<file path="src/rtl/kbd_scancode_ctrl.sv">
// kbd_scancode_ctrl: decodes PS/2 set-2 scan-code bytes into make/break events
// held in a first-word-fall-through FIFO, and tracks held-key levels for the game.
module kbd_scancode_ctrl #(
    parameter int FIFO_DEPTH     = 4,
    parameter int TIMEOUT_CYCLES = 1000000
) (
    input  logic       clk,
    input  logic       resetN,
    input  logic [7:0] din,
    input  logic       din_new,
    input  logic       event_pop,
    input  logic       clear_err,
    output logic       event_valid,
    output logic [7:0] event_code,
    output logic       event_ext,
    output logic       event_make,
    output logic       overflow_err,
    output logic       timeout_pulse,
    output logic       key_left,
    output logic       key_right,
    output logic       key_up,
    output logic       key_down,
    output logic       key_space,
    output logic       key_enter,
    output logic       key_esc
);
    localparam int AW = $clog2(FIFO_DEPTH);
    localparam int CW = $clog2(TIMEOUT_CYCLES + 1);
    localparam logic [CW-1:0] CNT_LAST = CW'(TIMEOUT_CYCLES - 1);

    typedef enum logic [2:0] {IDLE_ST, EXT_ST, BRK_ST, EXT_BRK_ST, PAUSE_ST} state_t;

    state_t        state_q, state_d;
    logic [2:0]    skip_q, skip_d;
    logic [CW-1:0] cnt_q, cnt_d;
    logic [9:0]    mem_q [FIFO_DEPTH];
    logic [AW-1:0] rptr_q, wptr_q;
    logic [AW:0]   count_q;
    logic          ovf_q;
    logic [6:0]    keys_q, keys_d, key_hit;
    logic [7:0]    ev_code;
    logic          ev_push, ev_ext, ev_make, fake_shift, ignored, full, pop, push, drop;

    assign fake_shift = din == 8'h12 || din == 8'h59;
    assign ignored    = din inside {8'hFA, 8'hAA, 8'hEE, 8'hFE, 8'h00, 8'hFF};
    assign ev_code    = state_q == PAUSE_ST ? 8'hE1 : din;

    always_comb begin
        state_d       = state_q;
        skip_d        = skip_q;
        ev_push       = 1'b0;
        ev_ext        = 1'b0;
        ev_make       = 1'b1;
        timeout_pulse = 1'b0;
        if (din_new) begin
            case (state_q)
                IDLE_ST: begin
                    state_d = din == 8'hE0 ? EXT_ST : din == 8'hF0 ? BRK_ST :
                              din == 8'hE1 ? PAUSE_ST : IDLE_ST;
                    skip_d  = 3'd7;
                    ev_push = state_d == IDLE_ST && !ignored;
                end
                EXT_ST: begin
                    state_d = din == 8'hF0 ? EXT_BRK_ST : din == 8'hE0 ? EXT_ST : IDLE_ST;
                    ev_push = state_d == IDLE_ST && !fake_shift;
                    ev_ext  = 1'b1;
                end
                BRK_ST: begin
                    state_d = IDLE_ST;
                    ev_push = 1'b1;
                    ev_make = 1'b0;
                end
                EXT_BRK_ST: begin
                    state_d = IDLE_ST;
                    ev_push = !fake_shift;
                    ev_ext  = 1'b1;
                    ev_make = 1'b0;
                end
                PAUSE_ST: begin
                    skip_d  = skip_q - 1'b1;
                    ev_push = skip_q == 3'd1;
                    ev_ext  = 1'b1;
                    state_d = skip_q == 3'd1 ? IDLE_ST : PAUSE_ST;
                end
                default: state_d = IDLE_ST;
            endcase
        end else if (state_q != IDLE_ST && cnt_q == CNT_LAST) begin
            state_d       = IDLE_ST;
            timeout_pulse = 1'b1;
        end
    end

    assign cnt_d = (din_new || state_q == IDLE_ST || timeout_pulse) ? '0 : cnt_q + 1'b1;

    // Key bits: {esc, enter, space, down, up, right, left}
    assign key_hit = {!ev_ext && ev_code == 8'h76, !ev_ext && ev_code == 8'h5A,
                      !ev_ext && ev_code == 8'h29, ev_ext && ev_code == 8'h72,
                      ev_ext && ev_code == 8'h75, ev_ext && ev_code == 8'h74,
                      ev_ext && ev_code == 8'h6B};
    assign keys_d  = !ev_push ? keys_q : ev_make ? keys_q | key_hit : keys_q & ~key_hit;

    assign full        = count_q == (AW+1)'(FIFO_DEPTH);
    assign event_valid = count_q != '0;
    assign pop         = event_pop && event_valid;
    assign push        = ev_push && (!full || pop);
    assign drop        = ev_push && full && !pop;

    always_ff @(posedge clk or negedge resetN) begin
        if (!resetN) begin
            state_q <= IDLE_ST;
            skip_q  <= '0;
            cnt_q   <= '0;
            rptr_q  <= '0;
            wptr_q  <= '0;
            count_q <= '0;
            ovf_q   <= 1'b0;
            keys_q  <= '0;
        end else begin
            state_q <= state_d;
            skip_q  <= skip_d;
            cnt_q   <= cnt_d;
            rptr_q  <= rptr_q + AW'(pop);
            wptr_q  <= wptr_q + AW'(push);
            count_q <= count_q + (AW+1)'(push) - (AW+1)'(pop);
            ovf_q   <= drop | (ovf_q & ~clear_err);
            keys_q  <= keys_d;
        end
    end

    always_ff @(posedge clk) begin
        if (push) mem_q[wptr_q] <= {ev_ext, ev_make, ev_code};
    end

    assign {event_ext, event_make, event_code} = event_valid ? mem_q[rptr_q] : '0;
    assign overflow_err = ovf_q;
    assign {key_esc, key_enter, key_space, key_down, key_up, key_right, key_left} = keys_q;
endmodule
</file>
<file path="config.mk">
export PLATFORM = sky130hd
export DESIGN_NAME = kbd_scancode_ctrl
export DESIGN_NICKNAME = d
export VERILOG_FILES = /design/src/rtl/kbd_scancode_ctrl.sv
export SDC_FILE = /design/constraint.sdc
export NUM_CORES = 1
export LEC_CHECK = 0
export ABC_AREA = 0
export CELL_PAD_IN_SITES_DETAIL_PLACEMENT = 0
export CELL_PAD_IN_SITES_GLOBAL_PLACEMENT = 2
export CORE_MARGIN = 2
export CORE_UTILIZATION = 45
export CTS_BUF_LIST = sky130_fd_sc_hd__clkbuf_2 sky130_fd_sc_hd__clkbuf_4 sky130_fd_sc_hd__clkbuf_8
export CTS_CLUSTER_DIAMETER = 120
export CTS_CLUSTER_SIZE = 8
export DETAILED_ROUTE_END_ITERATION = 10
export MAX_ROUTING_LAYER = met4
export PLACE_DENSITY = 0.93
export SLEW_MARGIN = 40
export SYNTH_ARGS = -nofsm -noshare
export SYNTH_HDL_FRONTEND = slang
export SYNTH_SLANG_ARGS = --single-unit
</file>
<file path="constraint.sdc">
create_clock -name clk -period 6.25 [get_ports clk]
set_input_delay 1.25 -clock clk [delete_from_list [all_inputs] [get_ports clk]]
set_output_delay 1.25 -clock clk [all_outputs]
set_load 0.03 [all_outputs]
</file>
### Yosys cells after proc, flatten, opt, wreduce, memory -nomap -nowiden

Memories as Yosys holds them, arrays and structs flattened.
Index checks and enable logic that the tools add are counted.

* add/sub/neg operators: 6
* multipliers: 0
* div/mod/pow operators: 0
* order comparisons: 0
* equal/unequal tests: 24
* shifts and indexed selects: 0
* muxes and demuxes: 24
* bitwise gates (word level): 6
* reduce and logical (&&, ||, !) cells: 35

Operators by type and width (count)
* $eq A8 B8 Y1 const B: 8
* $eq A8 B7 Y1 const B: 7
* $add A20 B1 Y20 const B: 1
* $eq A20 B20 Y1 const B: 1
* $mux W20: 1
* $mux W3: 6
* $logic_and A1 B1 Y1: 14
* $mux W1: 10
* $mux W10: 1
* $logic_not A3 Y1: 3
* $pmux W3 S3: 1
* $eq A8 B5 Y1 const B: 1
* $eq A8 B6 Y1 const B: 1
* $logic_not A8 Y1: 1
* $mux W8: 1
* $and A7 B7 Y7: 1
* $mux W7: 1
* $not A7 Y7: 1
* $or A7 B7 Y7: 1
* $eq A3 B1 Y1 const B: 2
* $eq A3 B2 Y1 const B: 2
* $eq A3 B3 Y1 const B: 2
* $pmux W3 S2: 1
* $reduce_bool A3 Y1: 2
* 16 further kinds: 25

* bits in registers: 41
* latch bits: 0
* memory bits (writable): 40
* ROM bits: 0
* output and inout port bits: 20
* word-level logic and storage cells: 104
* memories: 1

Memories
* mem_q: words 4, width 10, rd ports 1, clocked after Yosys merged registers in 0, wr ports 1, line 36 `logic [9:0] mem_q [FIFO_DEPTH];`

### Depth between registers and ports, before layout

Gate-level depths: netlist (run 1).

* depth in word-level cells: 11
* gate-level depth with buffers: 14
* depth with buffers taken out: 14

### Worst setup path before layout (run 1)

No wires, ideal clock.

* path type: input to register
* start point: input din[2]
* end point: register count_q[2]
* data arrival time: 3.584 ns
* setup slack: 2.543 ns
* stages: 13
* path through: buf_6 or3_1 or3_4 o211ai_2 o221a_4 or2_1 ha_1 inv_1 ha_1 inv_1 fa_1 xnor2_1 xnor2_1

* longest elaborated chain between the ends: 11
* elaborated cells on any way between the ends: 29
* classes of those cells: add/sub: 2; eq/ne: 10; mux: 7; reduce/logical: 10

Ends and longest elaborated chain
* start: declaration: line 9 `input logic [7:0] din,`
* $eq A8 B8 Y1: line 59 `din == 8'hE1 ? PAUSE_ST : IDLE_ST;`
* $mux W3: line 59
* $mux W3 (2 in a row): line 58 `state_d = din == 8'hE0 ? EXT_ST : din == 8'hF0 ? BRK_ST :`
* $logic_not A3 Y1: line 61 `ev_push = state_d == IDLE_ST && !ignored;`
* $logic_and A1 B1 Y1: line 61
* $pmux W1 S5 (*): line 56 `case (state_q)`
* $mux W1 (*): line 55 `if (din_new) begin`
* $logic_and A1 B1 Y1 (*): line 105 `assign push = ev_push && (!full || pop);`
* $add A3 B1 Y3 (*): line 124 `count_q <= count_q + (AW+1)'(push) - (AW+1)'(pop);`
* $sub A3 B1 Y3 (*): line 124
* end signal: assignment: line 124
* end: declaration: line 38 `logic [AW:0] count_q;`

Mark *: on every way between the ends. The rest lies on a longest branch, timed or not.
A chain may end at the register's enable or synchronous reset.

### Worst setup path in the final report (run 1)

* start point: input din[1]
* end point: register count_q[2]

The elaborated chain is that of the path after synthesis.

==> results.sh, run 1 <==
export IMPL_clkSinkCount=81
export IMPL_finalPower_mw=1.60
export IMPL_path_clk_slew_ps=90
export IMPL_synth_avg_cell_area_um2=12.6
export IMPL_crit_type="in -> reg"
export IMPL_postRouteAntennaNets=0
export IMPL_fin_crit_sh=0.639
export IMPL_rsz0062_at_grt="false"
export IMPL_final_seq_area_mm2=0.00223
export IMPL_grt_usage=0.176
export IMPL_p_int_mw=1.08
export IMPL_max_freq_ghz=0.251
export IMPL_grt_overflow=0
export IMPL_dieArea_mm2=0.00932
export IMPL_num_rows=33
export IMPL_synth_edf_count=40
export IMPL_critPathLaunchType="input port"
export IMPL_totalWireLength_um=7100
export IMPL_cts_root_buffer_cell="clkbuf_8"
export IMPL_clock_path_buffers=2
export IMPL_postCtsResizedCells=0
export IMPL_cts_buffers=9
export IMPL_die_y_um=96.5
export IMPL_required_ps=6520
export IMPL_layout_common_cells="dfrtp_1 (41), edfxtp_1 (40), nor2_1 (31), clkdlybuf4s50_1 (31), nor2b_1 (19)"
export IMPL_status="finished clean"
export IMPL_leakage_nw=1.66
export IMPL_grt_max_degree=42
export IMPL_tns_ps=0
export IMPL_cts_hold_buffers_added=0
export IMPL_worstSetupEndpointType="flip-flop"
export IMPL_layout_cells_most_common="dfrtp_1"
export IMPL_crit_arrival_ps=4260
export IMPL_synth_seq_area_share=0.578
export IMPL_yosysWarnings=0
export IMPL_slew_headroom=0.486
export IMPL_slew_viol_final=0
export IMPL_synth_main_ff_cell="dfrtp_1"
export IMPL_antenna_found_initial=0
export IMPL_multiInputGateArea_mm2=0.00153
export IMPL_fin_area_mm2=0.00450
export IMPL_synth_distinct_cells=56
export IMPL_post_route_drc_count=0
export IMPL_grt_pass1_vias=2391
export IMPL_ios=33
export IMPL_start_util=0.467
export IMPL_power_density_mw_per_mm2=355
export IMPL_fin_util=0.545
export IMPL_synth_seq_cells=81
export IMPL_port_buffers=32
export IMPL_pwr_share_comb=0.307
export IMPL_synth_area_mm2=0.00385
export IMPL_hold_viol_final=0
export IMPL_crit_path_max_fanout=9
export IMPL_placed_cell_area_mm2=0.00428
export IMPL_hold_class="reg -> reg"
export IMPL_nets=362
export IMPL_fillers=724
export IMPL_worst_pin_slew_ps=764
export IMPL_dieWidth_um=96.5
export IMPL_drtIter0Drc=187
export IMPL_finalWeightedCongestion=0.778
export IMPL_dpl_hpwl_um=4880
export IMPL_cts_tree="done"
export IMPL_drive_above_1_share=0.159
export IMPL_clkPwrFrac=0.249
export IMPL_clock_latency_ps=340
export IMPL_synth_net_count=326
export IMPL_swShare=0.325
export IMPL_vias_per_cell=5.38
export IMPL_antenna_cells=0
export IMPL_routedWlPerCell_um=15.7
export IMPL_vdd_ir_drop_worst_mv=0.167
export IMPL_p_sw_uw=520
export IMPL_core_area_mm2=0.00826
export IMPL_syn_inst=305
export IMPL_seqPwrFrac=0.444
export IMPL_max_cap_violations=0
export IMPL_clock_skew_ps=10.5
export IMPL_area_delta_synth_final_pct=16.9
export IMPL_min_period_ps=3990
export IMPL_ctsHtreeMaxLevel=3
export IMPL_firstDrtPassIters=4
export IMPL_setup_violations=0
export IMPL_vias=2425
export IMPL_post_cts_setup_buffers=0
export IMPL_async_flop_share=0.506
export IMPL_grt_pass1_wl_um=12000
==> flip-flops by register name, indices dropped and copies added, names as in the netlist, named ones only <==
name and count:
wptr_q 2, state_q 3, cnt_q 20, rptr_q 2, overflow_err 1, mem_q 40, skip_q 3, count_q 3
==> path summary, 6_finish.rpt <==
kind | from | endpoint | slack (ps) | cells past startpoint
min in group asynchronous | resetN | cnt_q[11] | 880 | 1
max | din[1] | count_q[2] | 2260 | 13
max in group asynchronous | resetN | wptr_q[1] | 5020 | 1
min | cnt_q[0] | cnt_q[0] | 490 | 1
min reg2reg | cnt_q[0] | cnt_q[0] | 490 | 1
max reg2reg | state_q[1] | count_q[2] | 3280 | 12
==> power by group through the flow <==
stage | clock network [mW] | logic [mW] | registers [mW]
6_report | 0.397 | 0.491 | 0.710
5_1_grt | 0.429 | 0.535 | 0.725
4_1_cts | 0.409 | 0.494 | 0.714
3_5_place_dp | 0 | 0.491 | 0.724
3_3_place_gp | 0 | 0.484 | 0.719
2_1_floorplan | 0 | 0.345 | 0.686
==> synth_stat cells (all sizes together), types with 2 or more instances <==
cell    count  area, µm²
and3        5       31.3
or3         2       17.5
dfrtp      41       1030
mux2        7       78.8
nor3        9       50.1
nor2       32        123
o211ai      2       20.0
inv        15       56.3
clkbuf      2       7.51
a21oi       3       15.0
edfxtp     40       1200
mux4       10        225
nand4      10       62.6
xnor2      11       96.3
o21ai       4       20.0
nor2b      19        119
nand2b      3       18.8
ha          7       87.6
nor3b       2       26.3
nor4b       5       56.3
xor2       11       96.3
nand3      13       65.1
or2         4       25.0
nor4        7       43.8
buf         9       52.6
or4         2       15.0
nand2      13       48.8
==> layout make-up <==
type                    count  area share
clock inverters             7      0.0192
inverters                  15      0.0125
multi-input cells         198       0.340
flip-flops and latches     81       0.494
well taps                 105      0.0292
repair buffers             36      0.0772
clock buffers               9      0.0275
==> metal layers <==
layer  part of all wire  global-route usage  up-vias
li1                   -                   -     1185
met1               0.49               0.246     1173
met2               0.47               0.260       61
met3              0.039              0.0341        6
met4             0.0073              0.0587        0
met5                  0                   -        -
==> through the flow <==
| stage | worst slack (ps) | cells | hold slack [ps] |
|---|---|---|---|
| 6_report | 2260 | 451 | 495 |
| 5_1_grt | 2120 | 451 | 527 |
| 4_1_cts | 2290 | 451 | 496 |
| 3_5_place_dp | 1920 | 435 | 483 |
| 3_3_place_gp | 1990 | 435 | 476 |
| 2_1_floorplan | 2540 | 305 | 455 |
==> worst max-delay path: stages <==
cell	delay (ps)
clkdlybuf4s50_1	540
nand2b_1	270
or4_1	470
a21oi_1	190
o221a_4	290
or2_1	120
ha_1	210
inv_1	50
ha_1	130
inv_1	40
fa_1	380
xnor2_1	180
xnor2_1	130
==> cells by family (layout without fill, tap and decap cells) <==
group	Yosys count	in the layout	synth area share
AO/OA/AOI/OAI	19	19	0.0393
XOR/XNOR	22	22	0.0500
adder cells (fa/ha/maj)	8	8	0.0279
buffers and inverters	26	67	0.0302
flip-flops	81	81	0.578
multiplexers	17	17	0.0789
AND/OR/NAND/NOR	132	132	0.196
(Power assumes the default switching activity.)
==> run 2, diff against run 1 <==
--- a/config.mk
+++ b/config.mk
@@ -9,13 +9,13 @@
 export CELL_PAD_IN_SITES_DETAIL_PLACEMENT = 0
 export CELL_PAD_IN_SITES_GLOBAL_PLACEMENT = 2
 export CORE_MARGIN = 2
-export CORE_UTILIZATION = 45
+export CORE_UTILIZATION = 37
 export CTS_BUF_LIST = sky130_fd_sc_hd__clkbuf_2 sky130_fd_sc_hd__clkbuf_4 sky130_fd_sc_hd__clkbuf_8
 export CTS_CLUSTER_DIAMETER = 120
 export CTS_CLUSTER_SIZE = 8
 export DETAILED_ROUTE_END_ITERATION = 10
 export MAX_ROUTING_LAYER = met4
-export PLACE_DENSITY = 0.93
+export PLACE_DENSITY = 0.82
 export SLEW_MARGIN = 40
 export SYNTH_ARGS = -nofsm -noshare
 export SYNTH_HDL_FRONTEND = slang
==> constraint.sdc (replaced) <==
create_clock -name clk -period 3.6 [get_ports clk]
set_input_delay 0.72 -clock clk [delete_from_list [all_inputs] [get_ports clk]]
set_output_delay 0.72 -clock clk [all_outputs]
set_load 0.03 [all_outputs]
==> run 2 against run 1 <==
Core utilization shrank 8.9 points. Largest power group unchanged. Wire length rose by 9.0%. Sequential power increased by 73%. Final cell count up 11%. Final area up 3.6%. Power is 73% higher. Highest routed layer unchanged. Clock-buffer cell count unchanged. Via count increased by 5.2%. Worst hold slack got worse by 160 ps.
==> results.sh, run 2 (same netlist as run 1, synthesis figures left out) <==
export IMPL_status="finished clean"
export IMPL_num_rows=37
export IMPL_ios=33
export IMPL_vias=2552
export IMPL_grt_usage=0.155
export IMPL_port_buffers=32
export IMPL_cts_hold_buffers_added=0
export IMPL_firstDrtPassIters=4
export IMPL_crit_arrival_ps=3590
export IMPL_cts_buffers=9
export IMPL_grt_max_degree=42
export IMPL_grt_overflow=0
export IMPL_layout_common_cells="dfrtp_1 (41), edfxtp_1 (40), nor2_1 (31), clkdlybuf4s50_1 (31), buf_4 (25)"
export IMPL_max_cap_violations=0
export IMPL_postCtsResizedCells=0
export IMPL_clock_latency_ps=350
export IMPL_leakage_nw=1.74
export IMPL_antenna_cells=0
export IMPL_critPathSlowestCell="clkdlybuf4s50_1"
export IMPL_final_setup_worst_slack_ps=292
export IMPL_dpl_hpwl_um=5580
export IMPL_post_place_ws_ps=-68.6
export IMPL_path_clk_slew_ps=90
export IMPL_ctsHtreeMaxLevel=3
export IMPL_clock_skew_ps=8.68
export IMPL_drive_above_1_share=0.197
export IMPL_crit_path_max_fanout=7
export IMPL_seqPwrFrac=0.443
export IMPL_tns_ps=0
export IMPL_clock_path_buffers=2
export IMPL_cts_root_buffer_cell="clkbuf_8"
export IMPL_power_density_mw_per_mm2=593
export IMPL_swShare=0.323
export IMPL_rsz0062_at_grt="false"
export IMPL_path_cells="clkdlybuf4s50_1, nand2b_1, or4_1, a21oi_1, o221a_4, or2_1, ha_1, inv_1, ha_1, inv_1, fa_1, xnor2_1, xnor2_1"
export IMPL_clkSinkCount=81
export IMPL_cts_tree="done"
export IMPL_fillers=942
export IMPL_fin_crit_sh=0.919
export IMPL_clkPwrFrac=0.245
export IMPL_grt_pass1_vias=2598
export IMPL_reg_top3="mem_q (40), cnt_q (20)"
export IMPL_totalWireLength_um=7740
export IMPL_fin_util=0.456
export IMPL_min_period_ps=3310
export IMPL_dieArea_mm2=0.0112
export IMPL_post_cts_setup_buffers=0
export IMPL_max_freq_ghz=0.302
export IMPL_drtIter0Drc=155
export IMPL_routedWlPerCell_um=15.4
export IMPL_area_delta_synth_final_pct=21.2
export IMPL_dieWidth_um=106
export IMPL_pwr_share_comb=0.312
export IMPL_slew_headroom=0.503
export IMPL_setup_violations=0
export IMPL_crit_type="in -> reg"
export IMPL_max_stage_delay_ps=510
export IMPL_largest_reg_flops=40
export IMPL_layout_cells_most_common="dfrtp_1"
export IMPL_core_area_mm2=0.0102
export IMPL_start_util=0.377
export IMPL_largest_register="mem_q"
export IMPL_vias_per_cell=5.08
export IMPL_die_y_um=106
export IMPL_critPathLaunchType="input port"
export IMPL_antenna_found_initial=0
export IMPL_hold_class="in -> async"
export IMPL_grt_pass1_wl_um=13300
export IMPL_vdd_ir_drop_worst_mv=0.347
export IMPL_finalPower_mw=2.77
export IMPL_slew_viol_final=0
export IMPL_required_ps=3880
export IMPL_worst_pin_slew_ps=746
export IMPL_whs_ps=337
export IMPL_postRouteAntennaNets=0
export IMPL_post_route_drc_count=0
export IMPL_finalWeightedCongestion=0.806
export IMPL_p_sw_uw=895
export IMPL_hold_viol_final=0
export IMPL_p_int_mw=1.88
export IMPL_nets=382
export IMPL_worstSetupEndpointType="flip-flop"
-- run 2: changes by cell type in the layout (fill, tap and decap cells not counted), sizes merged --
cell	before	now
clkinv	1	2
clkinvlp	1	2
buf	5	25
inv	19	17
-- run 2: worst paths after layout --
kind,from,endpoint,slack [ps],cells after the start
worst max register to register,state_q[2],count_q[2],600,12
worst min register to register,cnt_q[0],cnt_q[0],490,1
min in group clk,cnt_q[0],cnt_q[0],490,1
worst max-delay path,din[1],count_q[2],290,13
max in group asynchronous,resetN,rptr_q[1],2900,1
worst min-delay path,resetN,skip_q[1],340,1
-- run 2: worst max-delay path: cells and delay by family --
family	cells	cell delay, ps
and+or+nand+nor	3	810
buffers and inverters	3	620
adders and majority gates	3	720
xor gates and xnor gates	2	300
AOI/OAI and AO/OA	2	420
-- run 2: power by group through the flow --
stage | Sequential (mW) | Clock (mW) | Combinational [mW]
2_1_floorplan | 1.19 | 0 | 0.598
3_3_place_gp | 1.25 | 0 | 0.865
3_5_place_dp | 1.25 | 0 | 0.877
4_1_cts | 1.23 | 0.693 | 0.879
5_1_grt | 1.25 | 0.737 | 0.930
6_report | 1.23 | 0.678 | 0.864
-- run 2: final cells by class --
cell class	count	area, µm²	area share
clock inverters	7	77.6	0.0166
flip-flops and latches	81	2230	0.477
multi-input cells	198	1520	0.325
inverters	15	56.3	0.0121
clock buffers	9	124	0.0265
repair buffers	56	498	0.107
well taps	136	170	0.0365
-- run 2: layer usage --
layer,up-vias,global-route usage,part of all wire
li1,1223,-,-
met1,1252,0.199,0.46
met2,61,0.252,0.49
met3,16,0.0343,0.039
met4,0,0.0423,0.016
met5,-,-,0
-- run 2: metrics by stage --
stage               area (µm²)  instances
detailed placement        4470        486
finish                    4670        502
global placement          4460        486
global route              4670        502
floorplan                 3850        305
CTS                       4670        502
